### src/rtl/calc_entry_fsm.sv
// rtl/calc_entry_fsm.sv - four-function calculator key-entry FSM with optional sequential divider
//
// Optional feature macro: CALC_DIV_EN
//   defined   : key 10 is the divide operator, served by a 27-step restoring divider
//   undefined : divider omitted, key 10 ignored everywhere, CALC always lasts one cycle
//
// Ports:
//   clk         in   1  key clock, all state changes on the rising edge
//   rst_n       in   1  asynchronous active-low reset
//   key_val     in   4  key code: 0-9 digit, 10 div, 11 clear, 12 add, 13 sub, 14 mul, 15 equals
//   key_pressed in   1  single-cycle strobe qualifying key_val
//   disp_mag    out 27  magnitude of the displayed value
//   disp_neg    out  1  displayed value is negative
//   err         out  1  in ERR state
//   busy        out  1  in CALC state
module calc_entry_fsm (
    input  logic        clk,
    input  logic        rst_n,
    input  logic [3:0]  key_val,
    input  logic        key_pressed,
    output logic [26:0] disp_mag,
    output logic        disp_neg,
    output logic        err,
    output logic        busy
);

    typedef enum logic [2:0] {ENTER_A, ENTER_B, CALC, SHOW, ERR} state_t;
    typedef enum logic [1:0] {OP_ADD, OP_SUB, OP_MUL, OP_DIV} op_t;

    localparam logic signed [41:0] MAX_MAG = 42'sd99_999_999;

    state_t             state, state_nx;
    logic signed [27:0] a_reg, a_nx;
    logic [13:0]        b_reg, b_nx;
    logic [2:0]         cnt_a, cnt_a_nx;
    logic [2:0]         cnt_b, cnt_b_nx;
    // A zero typed into B does not advance cnt_b, yet it still counts as an
    // entered operand (so "7 / 0 =" reaches the divide-by-zero error).
    logic               b_seen, b_seen_nx;
    op_t                op_reg, op_nx;
    op_t                chain_op, chain_op_nx;
    logic               chain, chain_nx;
    logic signed [27:0] res_reg, res_nx;

    // key decode
    logic is_digit, is_op, is_eq, is_clr;
    op_t  key_op;

    always_comb begin
        is_digit = key_pressed && (key_val <= 4'd9);
        is_clr   = key_pressed && (key_val == 4'd11);
        is_eq    = key_pressed && (key_val == 4'd15);
        is_op    = 1'b0;
        key_op   = OP_ADD;
        if (key_pressed) begin
            case (key_val)
                4'd12: begin is_op = 1'b1; key_op = OP_ADD; end
                4'd13: begin is_op = 1'b1; key_op = OP_SUB; end
                4'd14: begin is_op = 1'b1; key_op = OP_MUL; end
`ifdef CALC_DIV_EN
                4'd10: begin is_op = 1'b1; key_op = OP_DIV; end
`endif
                default: ;
            endcase
        end
    end

    // digit accumulation: 4 digits max, leading zeros do not use up a slot
    logic [27:0]        a_u;
    logic signed [27:0] a_dig;
    logic [2:0]         cnt_a_dig;
    logic [13:0]        b_dig;
    logic [2:0]         cnt_b_dig;

    always_comb begin
        a_u       = a_reg;
        a_dig     = a_reg;
        cnt_a_dig = cnt_a;
        if (cnt_a != 3'd4 && !(a_reg == 28'sd0 && key_val == 4'd0)) begin
            a_dig     = a_u * 28'd10 + {24'd0, key_val};
            cnt_a_dig = cnt_a + 3'd1;
        end
        b_dig     = b_reg;
        cnt_b_dig = cnt_b;
        if (cnt_b != 3'd4 && !(b_reg == 14'd0 && key_val == 4'd0)) begin
            b_dig     = b_reg * 14'd10 + {10'd0, key_val};
            cnt_b_dig = cnt_b + 3'd1;
        end
    end

    // single-cycle arithmetic, wide enough that the overflow test is exact
    logic signed [41:0] a_w, b_w, ar_w;

    always_comb begin
        a_w = 42'(a_reg);
        b_w = $signed({28'd0, b_reg});
        case (op_reg)
            OP_ADD:  ar_w = a_w + b_w;
            OP_SUB:  ar_w = a_w - b_w;
            OP_MUL:  ar_w = a_w * b_w;
            default: ar_w = 42'sd0;
        endcase
    end

`ifdef CALC_DIV_EN
    // restoring divider on |A| / B, one quotient bit per cycle, MSB first
    logic [26:0]        dq_reg, dq_nx;
    logic [13:0]        dr_reg, dr_nx;
    logic [4:0]         dcnt_reg, dcnt_nx;
    logic               dneg_reg, dneg_nx;
    logic [26:0]        a_mag;
    logic [14:0]        d_sh;
    logic [13:0]        d_rstep;
    logic [26:0]        d_qstep;
    logic signed [41:0] div_w;

    always_comb begin
        a_mag = a_reg[27] ? 27'(-a_reg) : a_reg[26:0];
        d_sh  = {dr_reg, dq_reg[26]};
        if (d_sh >= {1'b0, b_reg}) begin
            d_rstep = 14'(d_sh - {1'b0, b_reg});
            d_qstep = {dq_reg[25:0], 1'b1};
        end else begin
            d_rstep = d_sh[13:0];
            d_qstep = {dq_reg[25:0], 1'b0};
        end
        // negating a zero quotient stays zero, so no negative zero appears
        div_w = dneg_reg ? -$signed({15'd0, d_qstep}) : $signed({15'd0, d_qstep});
    end
`endif

    logic               fin;
    logic signed [41:0] fin_val;

    always_comb begin
        state_nx    = state;
        a_nx        = a_reg;
        b_nx        = b_reg;
        cnt_a_nx    = cnt_a;
        cnt_b_nx    = cnt_b;
        b_seen_nx   = b_seen;
        op_nx       = op_reg;
        chain_op_nx = chain_op;
        chain_nx    = chain;
        res_nx      = res_reg;
        fin         = 1'b0;
        fin_val     = 42'sd0;
`ifdef CALC_DIV_EN
        dq_nx       = dq_reg;
        dr_nx       = dr_reg;
        dcnt_nx     = dcnt_reg;
        dneg_nx     = dneg_reg;
`endif
        if (is_clr) begin
            state_nx  = ENTER_A;
            a_nx      = '0;
            b_nx      = '0;
            cnt_a_nx  = '0;
            cnt_b_nx  = '0;
            b_seen_nx = 1'b0;
            op_nx     = OP_ADD;
            chain_nx  = 1'b0;
            res_nx    = '0;
`ifdef CALC_DIV_EN
            dq_nx     = '0;
            dr_nx     = '0;
            dcnt_nx   = '0;
            dneg_nx   = 1'b0;
`endif
        end else begin
            case (state)
                ENTER_A: begin
                    if (is_digit) begin
                        a_nx     = a_dig;
                        cnt_a_nx = cnt_a_dig;
                    end else if (is_op) begin
                        op_nx     = key_op;
                        b_nx      = '0;
                        cnt_b_nx  = '0;
                        b_seen_nx = 1'b0;
                        state_nx  = ENTER_B;
                    end
                end
                ENTER_B: begin
                    if (is_digit) begin
                        b_nx      = b_dig;
                        cnt_b_nx  = cnt_b_dig;
                        b_seen_nx = 1'b1;
                    end else if ((is_op || is_eq) && (cnt_b != 3'd0 || b_seen)) begin
                        state_nx    = CALC;
                        chain_nx    = is_op;
                        chain_op_nx = key_op;
`ifdef CALC_DIV_EN
                        dq_nx       = a_mag;
                        dr_nx       = '0;
                        dcnt_nx     = '0;
                        dneg_nx     = a_reg[27];
`endif
                    end else if (is_op) begin
                        op_nx = key_op;
                    end
                end
                CALC: begin
                    fin     = 1'b1;
                    fin_val = ar_w;
`ifdef CALC_DIV_EN
                    if (op_reg == OP_DIV) begin
                        fin = 1'b0;
                        if (b_reg == 14'd0) begin
                            state_nx = ERR;
                        end else begin
                            dq_nx   = d_qstep;
                            dr_nx   = d_rstep;
                            dcnt_nx = dcnt_reg + 5'd1;
                            if (dcnt_reg == 5'd26) begin
                                fin     = 1'b1;
                                fin_val = div_w;
                            end
                        end
                    end
`endif
                    if (fin) begin
                        if (fin_val > MAX_MAG || fin_val < -MAX_MAG) begin
                            state_nx = ERR;
                        end else if (chain) begin
                            res_nx    = 28'(fin_val);
                            a_nx      = 28'(fin_val);
                            b_nx      = '0;
                            cnt_b_nx  = '0;
                            b_seen_nx = 1'b0;
                            op_nx     = chain_op;
                            chain_nx  = 1'b0;
                            state_nx  = ENTER_B;
                        end else begin
                            res_nx   = 28'(fin_val);
                            state_nx = SHOW;
                        end
                    end
                end
                SHOW: begin
                    if (is_digit) begin
                        a_nx      = {24'd0, key_val};
                        cnt_a_nx  = (key_val != 4'd0) ? 3'd1 : 3'd0;
                        b_nx      = '0;
                        cnt_b_nx  = '0;
                        b_seen_nx = 1'b0;
                        state_nx  = ENTER_A;
                    end else if (is_op) begin
                        a_nx      = res_reg;
                        b_nx      = '0;
                        cnt_b_nx  = '0;
                        b_seen_nx = 1'b0;
                        op_nx     = key_op;
                        state_nx  = ENTER_B;
                    end
                end
                default: ;
            endcase
        end
    end

    always_ff @(posedge clk or negedge rst_n) begin
        if (!rst_n) begin
            state    <= ENTER_A;
            a_reg    <= '0;
            b_reg    <= '0;
            cnt_a    <= '0;
            cnt_b    <= '0;
            b_seen   <= 1'b0;
            op_reg   <= OP_ADD;
            chain_op <= OP_ADD;
            chain    <= 1'b0;
            res_reg  <= '0;
        end else begin
            state    <= state_nx;
            a_reg    <= a_nx;
            b_reg    <= b_nx;
            cnt_a    <= cnt_a_nx;
            cnt_b    <= cnt_b_nx;
            b_seen   <= b_seen_nx;
            op_reg   <= op_nx;
            chain_op <= chain_op_nx;
            chain    <= chain_nx;
            res_reg  <= res_nx;
        end
    end

`ifdef CALC_DIV_EN
    always_ff @(posedge clk or negedge rst_n) begin
        if (!rst_n) begin
            dq_reg   <= '0;
            dr_reg   <= '0;
            dcnt_reg <= '0;
            dneg_reg <= 1'b0;
        end else begin
            dq_reg   <= dq_nx;
            dr_reg   <= dr_nx;
            dcnt_reg <= dcnt_nx;
            dneg_reg <= dneg_nx;
        end
    end
`endif

    // display selection
    logic signed [27:0] disp_val;

    always_comb begin
        case (state)
            ENTER_A:    disp_val = a_reg;
            ENTER_B:    disp_val = (cnt_b != 3'd0) ? $signed({14'd0, b_reg}) : a_reg;
            CALC, SHOW: disp_val = res_reg;
            default:    disp_val = '0;
        endcase
        disp_neg = disp_val[27];
        disp_mag = disp_val[27] ? 27'(-disp_val) : disp_val[26:0];
        err      = (state == ERR);
        busy     = (state == CALC);
    end

endmodule

### config.mk
export PLATFORM = sky130hd
export DESIGN_NAME = calc_entry_fsm
export DESIGN_NICKNAME = d
export VERILOG_FILES = /design/src/rtl/calc_entry_fsm.sv
export SDC_FILE = /design/constraint.sdc
export NUM_CORES = 2
export LEC_CHECK = 0
export ABC_AREA = 1
export CORE_MARGIN = 2
export CORE_UTILIZATION = 65
export CTS_CLUSTER_SIZE = 8
export DETAILED_ROUTE_END_ITERATION = 10
export HOLD_SLACK_MARGIN = 0.1
export PLACE_DENSITY = 0.82
export SYNTH_ARGS = -nofsm -noshare
export SYNTH_HDL_FRONTEND = slang
export SYNTH_SLANG_ARGS = --single-unit
### constraint.sdc
create_clock -name clk -period 10 [get_ports clk]
set_input_delay 2.5 -clock clk [delete_from_list [all_inputs] [get_ports clk]]
set_output_delay 2.5 -clock clk [all_outputs]
set_load 0.005 [all_outputs]
==> results.sh <==
export IMPL_synth_top_area_share_pct=26.1
export IMPL_critPathLaunchType="flip-flop"
export IMPL_rsz0062_at_grt="false"
export IMPL_num_vias=28275
export IMPL_start_util_pct=66.1
export IMPL_final_hold_violation_count=0
export IMPL_worstReg2RegStart="b_reg[8]$_DFFE_PN0P_"
export IMPL_grt_pass1_vias=27882
export IMPL_max_slew_margin_pct=27.7
export IMPL_report_final_slew_viol_count=0
export IMPL_ys_ff_latch=85
export IMPL_synth_edf_count=0
export IMPL_cts_num_sinks=85
export IMPL_cts_resized=0
export IMPL_fmax_mhz=116
export IMPL_p_seq_share_pct=10.7
export IMPL_synth_warnings=0
export IMPL_grt_usage_pct=42.5
export IMPL_sw_frac_of_total_pct=64.2
export IMPL_htreeDepth=3
export IMPL_synth_area_leaders="fa_1 26%, nand2_1 17%, inv_1 14%, ha_1 9.0%, dfrtp_1 7.6%"
export IMPL_n_antenna_cell=0
export IMPL_cts_setup_buffers=0
export IMPL_synth_area_um2=27900
export IMPL_syn_area_per_cell_um2=6.42
export IMPL_clock_skew_ns=0.0148
export IMPL_rows=75
export IMPL_tns_ns=0
export IMPL_place_congestion=1.06
export IMPL_avgRoutedWirePerCell_um=19.0
export IMPL_cts_tree="built"
export IMPL_yosysUniqueCellTypes=56
export IMPL_p_switching_mw=5.06
export IMPL_antenna_found_initial=0
export IMPL_slowest_stage="dfrtp_1"
export IMPL_setup_viol_count_final=0
export IMPL_r2r_setup_slack_ns=1.41
export IMPL_grt_pass1_wl_mm=147
export IMPL_clk_path_buf_depth=2
export IMPL_cts_buffers=9
export IMPL_port_buffers=36
export IMPL_outcome="complete, no violations"
export IMPL_fp_coreArea_um2=42200
export IMPL_critPathMaxStageDelay_ns=0.84
export IMPL_period_share_pct=85.9
export IMPL_hold_class="reg -> reg"
export IMPL_p_leak_nw=17.6
export IMPL_yosysSeqAreaShare_pct=7.61
export IMPL_hp_start="chain$_DFFE_PN0P_"
export IMPL_power_internal_mw=2.82
export IMPL_max_cap_violations=0
export IMPL_synth_async_reset_ratio_pct=100
export IMPL_reg2reg_depth=33
export IMPL_syn_num_nets=4926
export IMPL_avgViaCountPerCell=5.83
export IMPL_placed_cell_area_um2=28700
export IMPL_pin_count=37
export IMPL_hold_worst_slack_ns=0.489
export IMPL_grt_overflow_total=0
export IMPL_worst_ep_required_time_ns=10.28
export IMPL_critPathMaxFanout=52
export IMPL_die_w_um=211
export IMPL_postLayoutSetupSlackWorst_ns=1.41
export IMPL_drc=0
export IMPL_grt_max_degree=70
export IMPL_routed_wl_mm=92.3
export IMPL_post_route_cell_area_um2=29100
export IMPL_ctsRootBufferMaster="clkbuf_16"
export IMPL_worstSetupEndpointType="flip-flop"
export IMPL_drtAntennaViolNets=0
export IMPL_post_dp_hpwl_mm=74.6
export IMPL_fin_nets=4876
export IMPL_hold_end="chain$_DFFE_PN0P_"
export IMPL_dieArea_um2=44600
export IMPL_area_delta_synth_final_pct=4.00
export IMPL_worstMarginPinSlew_ns=1.09
export IMPL_arrival_ns=8.87
export IMPL_final_core_util_pct=68.8
export IMPL_syn_inst=4354
export IMPL_synth_flop_cell="dfrtp_1"
export IMPL_drtPass1Iterations=6
export IMPL_layout_drive_gt1_share_pct=3.81
export IMPL_crit_type="reg -> reg"
export IMPL_power_frac_comb_pct=84.8
export IMPL_finalCriticalPeriod_ns=8.59
export IMPL_power_density_nw_per_um2=271
export IMPL_place_ws_ns=1.66
export IMPL_die_y_um=211
export IMPL_min_path_cells=2
export IMPL_clkPwrFrac_pct=4.5
export IMPL_path_clk_slew_ns=0.08
export IMPL_ctsHoldBuffers=0
export IMPL_synth_top_area_cell="fa_1"
export IMPL_peakVddDrop_mv=0.268
export IMPL_detail_route_iter0_violations=3264
export IMPL_worst_r2r_endpoint="a_reg[2]$_DFFE_PN0P_"
export IMPL_clkLatencyLatePin_ns=0.37
[cells in the mapped netlist, drive strengths merged (18+ instances only)]
cell type	instances
inv	1046
nand2	1286
nand3	302
xor2	44
buf	72
ha	201
dfrtp	85
xnor2	21
nor2	312
o21ai	141
nor3	43
nand4	73
nand3b	18
clkbuf	84
fa	364
a21oi	142
[area by class of cell]
class / instances / area, µm²
multi-input combinational: 3060 / 21200
fill: 3850 / 13200
inverter: 1053 / 3950
sequential: 85 / 2130
timing repair buffer: 95 / 826
tap: 539 / 674
clock buffer: 9 / 225
clock inverter: 7 / 80.1
[worst max-delay path, delay by kind of cell (launching register included)]
family / cells / cell delay (ns)
AO/OA/AOI/OAI: 1 / 0.12
adder cells (fa/ha/maj): 8 / 3.72
AND/OR/NAND/NOR: 18 / 3.02
flip-flops: 1 / 0.84
buffers and inverters: 6 / 0.76
[cell families after synthesis]
family | synth area share [%]
compound gates | 7.50
xor+xnor | 2.04
fa+ha+maj | 35.1
buf+inv | 16.7
flops | 7.61
simple gates | 31.1
[worst max-delay path by stage]
stage	startpoint	endpoint	slack [ns]
2_1_floorplan	b_reg[11]$_DFFE_PN0P_	res_reg[26]$_DFFE_PN0P_	3.26
3_3_place_gp	b_reg[10]$_DFFE_PN0P_	a_reg[6]$_DFFE_PN0P_	1.67
3_5_place_dp	b_reg[8]$_DFFE_PN0P_	a_reg[2]$_DFFE_PN0P_	1.66
4_1_cts	b_reg[8]$_DFFE_PN0P_	a_reg[2]$_DFFE_PN0P_	1.60
5_1_grt	b_reg[8]$_DFFE_PN0P_	a_reg[2]$_DFFE_PN0P_	0.94
6_report	b_reg[8]$_DFFE_PN0P_	a_reg[2]$_DFFE_PN0P_	1.41
[routing by layer]
layer | global-route usage [%] | part of all wire [%]
met1 | 55.0 | 38
met4 | 17.8 | 4.7
met3 | 8.66 | 12
met5 | 0 | 0
met2 | 69.7 | 45
[power by group through the flow]
stage | Combinational [mW] | Clock, mW | Sequential (mW)
3_3_place_gp | 6.39 | 0 | 0.814
4_1_cts | 6.52 | 0.352 | 0.813
3_5_place_dp | 6.48 | 0 | 0.820
2_1_floorplan | 4.81 | 0 | 0.553
5_1_grt | 7.44 | 0.365 | 0.844
6_report | 6.68 | 0.357 | 0.844
[layout by cell type, fill, tap and decap left out, drive strengths merged, types with 2 or more instances in the layout]
cell and instances:
nand2 1286, inv 1049, fa 364, nor2 312
nand3 302, ha 201, a21oi 142, o21ai 141
dfrtp 85, nand4 73, buf 60, xor2 44
nor3 43, clkdlybuf4s50 35, xnor2 21, nand3b 18
or2 13, a31oi 12, o21bai 11, clkbuf 9
nor4 9, clkinv 9, o21a 8, o22ai 7
a21o 7, a32oi 6, a211oi 6, o221ai 5
a221oi 5, a22oi 4, a21boi 3, o31ai 3
and3 2, o211ai 2, a31o 2
[stage by stage]
stage | cells | power (mW)
6_report | 4848 | 7.88
5_1_grt | 4848 | 8.65
4_1_cts | 4848 | 7.69
3_5_place_dp | 4832 | 7.30
3_3_place_gp | 4832 | 7.20
2_1_floorplan | 4354 | 5.36
Power figures use the tool's default switching activity.
